`config.mk`:
```
export PLATFORM = sky130hd
export DESIGN_NAME = spi_slave_mode00
export DESIGN_NICKNAME = d
export VERILOG_FILES = /design/src/rtl/spi_pkg.sv /design/src/rtl/spi_sync_edge.sv /design/src/rtl/spi_slave_mode00.sv
export SDC_FILE = /design/constraint.sdc
export NUM_CORES = 1
export LEC_CHECK = 0
export ABC_AREA = 1
export CORE_MARGIN = 2
export CORE_UTILIZATION = 35
export CTS_BUF_LIST = sky130_fd_sc_hd__clkbuf_8
export CTS_CLUSTER_DIAMETER = 80
export CTS_CLUSTER_SIZE = 25
export DETAILED_ROUTE_END_ITERATION = 7
export DONT_BUFFER_PORTS = 1
export PLACE_DENSITY_LB_ADDON = 0.12
export SYNTH_ARGS = -nofsm -noshare
export SYNTH_HDL_FRONTEND = slang
export SYNTH_HIERARCHICAL = 1
export SYNTH_SLANG_ARGS = --single-unit
```
`constraint.sdc`:
```
create_clock -name clk_i -period 1.3 [get_ports clk_i]
set_input_delay 0.26 -clock clk_i [delete_from_list [all_inputs] [get_ports clk_i]]
set_output_delay 0.26 -clock clk_i [all_outputs]
set_load 0.02 [all_outputs]
```
`src/rtl/spi_pkg.sv`:
```
// rtl/spi_pkg.sv - shared state type and word width for the mode-0 SPI responder
package spi_pkg;

    typedef enum logic {SLV_IDLE, SLV_ACTIVE} spi_slave_state_e;

    localparam int SPI_DATA_W = 8;

endpackage

```
`src/rtl/spi_sync_edge.sv`:
```
// rtl/spi_sync_edge.sv - multi-flop synchroniser with one-cycle rise/fall strobes
module spi_sync_edge #(
    parameter int SYNC_STAGES = 2
) (
    input  logic clk_i,
    input  logic rst_i,
    input  logic din,
    output logic rise,
    output logic fall
);

    logic [SYNC_STAGES-1:0] sync;
    logic                   prev;

    // Resetting to 0 means a chip select held low through reset never looks like a new falling edge.
    always_ff @(posedge clk_i or negedge rst_i) begin
        if (!rst_i) begin
            sync <= '0;
            prev <= 1'b0;
        end else begin
            sync <= {sync[SYNC_STAGES-2:0], din};
            prev <= sync[SYNC_STAGES-1];
        end
    end

    assign rise = sync[SYNC_STAGES-1] & ~prev;
    assign fall = ~sync[SYNC_STAGES-1] & prev;

endmodule

```
`src/rtl/spi_slave_mode00.sv`:
```
// rtl/spi_slave_mode00.sv - SPI mode-0 responder; SPI_SLAVE_BYTE_COUNT_EN adds n_rx_count_o
module spi_slave_mode00
    import spi_pkg::*;
#(
    parameter int DATA_W      = SPI_DATA_W,
    parameter int SYNC_STAGES = 2
) (
    input  logic              clk_i,
    input  logic              rst_i,
    input  logic              sclk_i,
    input  logic              cs_i,
    input  logic              mosi_i,
    output logic              miso_o,
    output logic              miso_oe_o,
    input  logic [DATA_W-1:0] tx_data_i,
    input  logic              tx_valid_i,
    output logic              tx_ready_o,
    output logic [DATA_W-1:0] rx_data_o,
    output logic              rx_valid_o,
    input  logic              rx_ready_i,
    output logic              overrun_o,
    output logic              busy_o
`ifdef SPI_SLAVE_BYTE_COUNT_EN
    ,
    output logic [9:0]        n_rx_count_o
`endif
);

    localparam int              CNT_W    = $clog2(DATA_W + 1);
    localparam logic [CNT_W-1:0] LAST_BIT = CNT_W'(DATA_W - 1);
    localparam logic [CNT_W-1:0] FULL_CNT = CNT_W'(DATA_W);

    spi_slave_state_e       state;
    logic [DATA_W-1:0]      tx_sh;
    logic [DATA_W-1:0]      tx_buf;
    logic                   tx_full;
    logic [DATA_W-2:0]      rx_sh;
    logic [CNT_W-1:0]       bit_cnt;
    logic [SYNC_STAGES-1:0] mosi_sync;
    logic                   mosi_s;
    logic                   sclk_rise, sclk_fall, cs_rise, cs_fall;
    logic                   byte_done, reload;
    logic [DATA_W-1:0]      reload_val;

    spi_sync_edge #(.SYNC_STAGES(SYNC_STAGES)) u_sclk_sync (
        .clk_i (clk_i),
        .rst_i (rst_i),
        .din   (sclk_i),
        .rise  (sclk_rise),
        .fall  (sclk_fall)
    );

    spi_sync_edge #(.SYNC_STAGES(SYNC_STAGES)) u_cs_sync (
        .clk_i (clk_i),
        .rst_i (rst_i),
        .din   (cs_i),
        .rise  (cs_rise),
        .fall  (cs_fall)
    );

    // Same depth as the sclk path so MOSI is sampled on the strobe of its own edge.
    always_ff @(posedge clk_i or negedge rst_i) begin
        if (!rst_i) mosi_sync <= '0;
        else        mosi_sync <= {mosi_sync[SYNC_STAGES-2:0], mosi_i};
    end
    assign mosi_s = mosi_sync[SYNC_STAGES-1];

    always_comb begin
        byte_done  = (state == SLV_ACTIVE) && !cs_rise && sclk_rise && (bit_cnt == LAST_BIT);
        reload     = ((state == SLV_IDLE) && cs_fall) ||
                     ((state == SLV_ACTIVE) && !cs_rise && sclk_fall && (bit_cnt == FULL_CNT));
        reload_val = tx_full ? tx_buf : (tx_valid_i ? tx_data_i : '0);
    end

    always_ff @(posedge clk_i or negedge rst_i) begin
        if (!rst_i) begin
            state      <= SLV_IDLE;
            tx_sh      <= '0;
            tx_buf     <= '0;
            tx_full    <= 1'b0;
            rx_sh      <= '0;
            bit_cnt    <= '0;
            rx_data_o  <= '0;
            rx_valid_o <= 1'b0;
            overrun_o  <= 1'b0;
        end else begin
            // A reload with an empty buffer takes tx_data_i directly, so the buffer stays empty.
            if (reload)
                tx_full <= 1'b0;
            else if (tx_valid_i && !tx_full) begin
                tx_buf  <= tx_data_i;
                tx_full <= 1'b1;
            end

            if (rx_valid_o && rx_ready_i)
                rx_valid_o <= 1'b0;

            case (state)
                SLV_IDLE: begin
                    if (cs_fall) begin
                        state     <= SLV_ACTIVE;
                        tx_sh     <= reload_val;
                        bit_cnt   <= '0;
                        overrun_o <= 1'b0;
                    end
                end
                SLV_ACTIVE: begin
                    if (cs_rise) begin
                        state   <= SLV_IDLE;
                        bit_cnt <= '0;
                        rx_sh   <= '0;
                    end else begin
                        if (sclk_rise) begin
                            rx_sh   <= {rx_sh[DATA_W-3:0], mosi_s};
                            bit_cnt <= bit_cnt + 1'b1;
                        end
                        if (byte_done) begin
                            rx_data_o  <= {rx_sh, mosi_s};
                            rx_valid_o <= 1'b1;
                            if (rx_valid_o && !rx_ready_i)
                                overrun_o <= 1'b1;
                        end
                        if (sclk_fall) begin
                            if (bit_cnt == FULL_CNT) begin
                                bit_cnt <= '0;
                                tx_sh   <= reload_val;
                            end else begin
                                tx_sh <= {tx_sh[DATA_W-2:0], 1'b0};
                            end
                        end
                    end
                end
                default: state <= SLV_IDLE;
            endcase
        end
    end

`ifdef SPI_SLAVE_BYTE_COUNT_EN
    always_ff @(posedge clk_i or negedge rst_i) begin
        if (!rst_i)
            n_rx_count_o <= '0;
        else if ((state == SLV_IDLE) && cs_fall)
            n_rx_count_o <= '0;
        else if (byte_done && (n_rx_count_o != 10'd1023))
            n_rx_count_o <= n_rx_count_o + 10'd1;
    end
`endif

    assign miso_oe_o  = (state == SLV_ACTIVE);
    assign miso_o     = (state == SLV_ACTIVE) ? tx_sh[DATA_W-1] : 1'b0;
    assign busy_o     = (state == SLV_ACTIVE);
    assign tx_ready_o = ~tx_full;

endmodule
```
* Yosys cells after proc, flatten, opt, wreduce, memory -nomap -nowiden
Index checks and enable logic that the tools add are counted.
Word-level totals: bits in registers 47, logic and storage cells 84
Operators by class: add/subtract/negate cells 1, eq/ne operators 7, mux-type cells 30, bitwise logic cells 12, reductions and logical operators 20
Operators with widths (count):
- $mux 8 | 6
- $mux 4 | 5
- $pmux 8 s2 | 1
- $mux 7 | 2
- $mux 1 | 13
- $logic_and 1x1->1 | 9
- $not 1->1 | 8
- $pmux 4 s2 | 1
- $ne 2x1->1 const B | 3
- $reduce_and 3->1 | 2
- $add 4x1->4 const B | 1
- $and 1x1->1 | 4
- $eq 4x3->1 const B | 1
- $eq 4x4->1 const B | 1
- $ne 2x2->1 const B | 2
- $pmux 1 s2 | 2
- $reduce_and 2->1 | 2
- $reduce_and 4->1 | 1
- $reduce_bool 2->1 | 2
- $logic_not 1->1 | 3
- $logic_or 1x1->1 | 1

* Longest topological paths before layout
depth in word-level cells 9, depth in mapped cells 9

* Hierarchy
The synthesis kept the hierarchy.
Modules (own cells, without submodules):
- spi_slave_mode00 | times used 1, cells an instance 227, area each 1956.9 µm², sequential area each 1026.0 µm²
- spi_sync_edge | times used 2, cells an instance 7, area each 90.1 µm², sequential area each 75.1 µm²

* Worst setup path after synthesis
Ideal clock, no wire load.
path type flip-flop to flip-flop, start register bit_cnt[0], end register bit_cnt[2], data arrival time 1.159 ns, required time 1.171 ns, path slack 0.012 ns, cell stages (with the launch flop) 8, path buffers 0, period minus slack after synthesis 1.288 ns, cells stage by stage dfrtp_1 inv_1 ha_1 nand2_1 nor2_1 nand2_1 a21boi_1 nor2_1
On the way: word-level cells in the longest chain between the ends 6
Ends and longest elaborated chain:
- start, declared | RTL line spi_slave_mode00.sv:38 | logic [CNT_W-1:0] bit_cnt;
- start signal, assigned | RTL line spi_slave_mode00.sv:115 | bit_cnt <= bit_cnt + 1'b1;
- $add 4x1->4 | RTL line spi_slave_mode00.sv:115
- $mux 4 | RTL line spi_slave_mode00.sv:113 | if (sclk_rise) begin
- $mux 4 | RTL line spi_slave_mode00.sv:124 | if (bit_cnt == FULL_CNT) begin
- $mux 4 (*) | RTL line spi_slave_mode00.sv:123 | if (sclk_fall) begin
- $mux 4 (*) | RTL line spi_slave_mode00.sv:108 | if (cs_rise) begin
- $pmux 4 s2 (*) | RTL line spi_slave_mode00.sv:98 | case (state)
Mark *: on every way between the ends. The rest lies on a longest branch, timed or not. A chain may end at the register's enable or synchronous reset.

* Worst setup path in the final report
start register bit_cnt[1], end register bit_cnt[1]
Same word-level chain as after synthesis.

==> flow_metrics.env <==
export IMPL_numCtsBuffers=5
export IMPL_synth_top_area_cell="dfrtp_1"
export IMPL_hold_buffers=3
export IMPL_endpoint_kind="register"
export IMPL_areaGrowthSynthToFinish_pct=27.6
export IMPL_synth_top_area_share_pct=55.0
export IMPL_fin_nets=289
export IMPL_intPower_mw=2.51
export IMPL_clock_skew_ns=0.00722
export IMPL_power_leakage_nw=1.31
export IMPL_reg2reg_from="bit_cnt[1]$_DFFE_PN0P_"
export IMPL_synthMuxAreaShare_pct=0
export IMPL_clk_pin_slew_ns=0.09
export IMPL_cts_max_level=2
export IMPL_violations="negative hold slack, negative setup slack"
export IMPL_synth_seq_area_share_pct=55.0
export IMPL_die_h_um=82.1
export IMPL_clockPowerShare_pct=23.7
export IMPL_final_period_utilization_pct=107
export IMPL_final_cell_mix="nand2_1 (68), dfrtp_1 (46), inv_1 (26)"
export IMPL_insertion_delay_ns=0.30
export IMPL_first_iter_violations=79
export IMPL_crit_type="reg -> reg"
export IMPL_io_buffers=0
export IMPL_grt_pass1_wl_um=7780
export IMPL_met3_length_um=180
export IMPL_place_ws_ns=-0.188
export IMPL_initial_core_util_pct=36.1
export IMPL_swShare_pct=33.1
export IMPL_antenna_cells=0
export IMPL_power_per_cell_area_nw_per_um2=1370
export IMPL_std_cell_rows=28
export IMPL_required_ns=1.49
export IMPL_cts_sinks=47
export IMPL_ios=29
export IMPL_stdcell_count=348
export IMPL_r2r_end="bit_cnt[1]$_DFFE_PN0P_"
export IMPL_track_usage_pct=15.6
export IMPL_wire_per_inst_um=13.9
export IMPL_ys_warn_count=6
export IMPL_ctsLongestPathBuffers=2
export IMPL_die_w_um=82.1
export IMPL_cts_tree="built"
export IMPL_final_area_sq_um=2730
export IMPL_slew_limit_headroom_pct=73.4
export IMPL_worstPathMaxFanout=4
export IMPL_netlist_instances=241
export IMPL_status="finished, violations left"
export IMPL_first_pass_iters=4
export IMPL_yosys_area_share_xor_xnor_pct=0.410
export IMPL_synthSimpleGateAreaFrac_pct=27.2
export IMPL_synth_cell_area_sq_um=2140
export IMPL_root_buffer="clkbuf_8"
export IMPL_cap_violations=0
export IMPL_fmaxAchievable_mhz=722
export IMPL_finalSetupViolCount=28
export IMPL_syn_avg_cell_area_sq_um=8.87
export IMPL_highest_layer="met4"
export IMPL_yosysUniqueCellTypes=22
export IMPL_critPathArrivalTime_ns=1.57
export IMPL_antenna_found_initial=0
export IMPL_wl_met1_um=2420
export IMPL_antenna_left=0
export IMPL_seqPwrFrac_pct=49.3
export IMPL_ir_drop_mv=0.737
export IMPL_utilization_pct=46.0
export IMPL_layout_commonest_cell="nand2_1"
export IMPL_slew_violations=0
export IMPL_yosys_area_share_adder_pct=1.17
export IMPL_grt_pass1_vias=1527
export IMPL_fin_crit_ns=1.38
export IMPL_hold_viol_final=47
export IMPL_rr_worst_depth=8
export IMPL_synthesis_nets=258
export IMPL_drc=0
export IMPL_synth_top_family_by_area="simple AND/OR/NAND/NOR gates"
export IMPL_crit_path_start_kind="register"
export IMPL_grt_ovfl_total=0
export IMPL_core_area_sq_um=5920
export IMPL_p_comb_share_pct=27.0
export IMPL_rsz0062_at_grt="true"
export IMPL_dr_total_vias=1652
export IMPL_synth_area_leaders="dfrtp_1 (55%), nand2_1 (14%), inv_1 (5.8%), nand3_1 (4.0%), o21ai_2 (3.7%)"
export IMPL_placed_cells_incl_taps=323
export IMPL_hold_ws_ns=-0.357
export IMPL_grt_max_degree=48
export IMPL_synth_seq_cells=47
export IMPL_viasPerCell=4.75
export IMPL_place_gp_congestion=0.743
export IMPL_setup_ws_ns=-0.0848
export IMPL_wirelength_um=4840
export IMPL_regToRegSetupSlack_ns=-0.08
export IMPL_synth_compound_area_share_pct=7.79
export IMPL_power_switching_mw=1.24
export IMPL_hp_class="in -> async"
export IMPL_dpl_hpwl_um=2880
export IMPL_drive_gt1_share_pct=35.2
export IMPL_die_area_sq_um=6750
export IMPL_dpl_cell_area_sq_um=2280
export IMPL_worst_pin_slew_ns=0.398
export IMPL_met2_length_um=2170
-- critical path, cell delays in order, from the launching register on --
cell and delay (ns):
dfrtp_1 0.41, inv_2 0.09, ha_4 0.15, nand2_4 0.05, nor2_4 0.17, nand2_1 0.07
a21boi_1 0.14, buf_4 0.15, nor2_1 0.04
-- state kept, by name, indices dropped and copies added, names as in the netlist, 2 cells and up --
signal	count
u_sclk_sync/sync	2
bit_cnt	4
mosi_sync	2
tx_sh	8
u_cs_sync/sync	2
rx_sh	7
tx_buf	8
rx_data_o	8
-- synthesized netlist by cell type --
| cell | instances |
|---|---|
| nand2_1 | 81 |
| dfrtp_1 | 47 |
| inv_1 | 33 |
| nand3_1 | 17 |
| nor2_1 | 13 |
| nand4_1 | 9 |
| o21ai_2 | 9 |
| o22ai_1 | 7 |
| nand2_2 | 4 |
| buf_4 | 3 |
| inv_2 | 3 |
| buf_6 | 2 |
| ha_1 | 2 |
| nand3_4 | 2 |
| o21ai_0 | 2 |
| a21boi_1 | 1 |
| a21oi_1 | 1 |
| nor2_2 | 1 |
| nor2_8 | 1 |
| o21ai_1 | 1 |
| o21ai_4 | 1 |
| xor2_1 | 1 |
-- layer usage --
layer,vias up,global-route usage [%]
met5,-,0
met4,0,5.50
met3,9,3.70
met2,25,21.4
met1,786,23.9
li1,832,-
-- cells by family after synthesis --
| family | Yosys count |
|---|---|
| simple gates | 128 |
| flops | 47 |
| buf+inv | 41 |
| compound gates | 22 |
| fa+ha+maj | 2 |
| xor+xnor | 1 |
-- worst max path at each step --
stage                           startpoint                      to  slack [ns]
floorplan           bit_cnt[0]$_DFFE_PN0P_  bit_cnt[2]$_DFFE_PN0P_        0.01
global placement    bit_cnt[0]$_DFFE_PN0P_    tx_sh[1]$_DFFE_PN0P_       -0.13
detailed placement  bit_cnt[0]$_DFFE_PN0P_   tx_buf[3]$_DFFE_PN0P_       -0.19
CTS                 bit_cnt[0]$_DFFE_PN0P_  bit_cnt[1]$_DFFE_PN0P_       -0.09
global route        bit_cnt[1]$_DFFE_PN0P_  bit_cnt[1]$_DFFE_PN0P_       -0.18
finish              bit_cnt[1]$_DFFE_PN0P_  bit_cnt[1]$_DFFE_PN0P_       -0.08
-- layout make-up --
type,instances,area (sq um)
Fill cell,574,3190
Timing Repair Buffer,25,214
Multi-Input combinational cell,157,1010
Clock inverter,3,20.0
Sequential cell,47,1180
Inverter,36,140
Clock buffer,5,68.8
Tap cell,75,93.8
-- power groups by stage --
stage | sequential (mW) | combinational, mW | clock (mW)
2_1_floorplan | 1.85 | 0.575 | 0
3_3_place_gp | 1.87 | 0.758 | 0
3_5_place_dp | 1.87 | 0.765 | 0
4_1_cts | 1.84 | 0.839 | 0.934
5_1_grt | 1.88 | 1.15 | 0.994
6_report | 1.85 | 1.01 | 0.889
-- through the flow --
| step | power (mW) | TNS (ns) |
|---|---|---|
| finish | 3.75 | -1.07 |
| global route | 4.02 | -3.92 |
| CTS | 3.61 | -1.17 |
| detailed placement | 2.64 | -3.90 |
| global placement | 2.63 | -2.50 |
| floorplan | 2.42 | 0 |
-- what timing repair did --
| item | CTS | global route |
|---|---|---|
| gates cloned | 4 | 0 |
| setup endpoints to repair | 34 | 42 |
| gates resized for setup | 22 | 42 |
| setup buffers | 3 | 7 |
| pin swaps | 5 | 13 |
| hold endpoints to repair | 50 | 47 |
(Power assumes the default switching activity.)
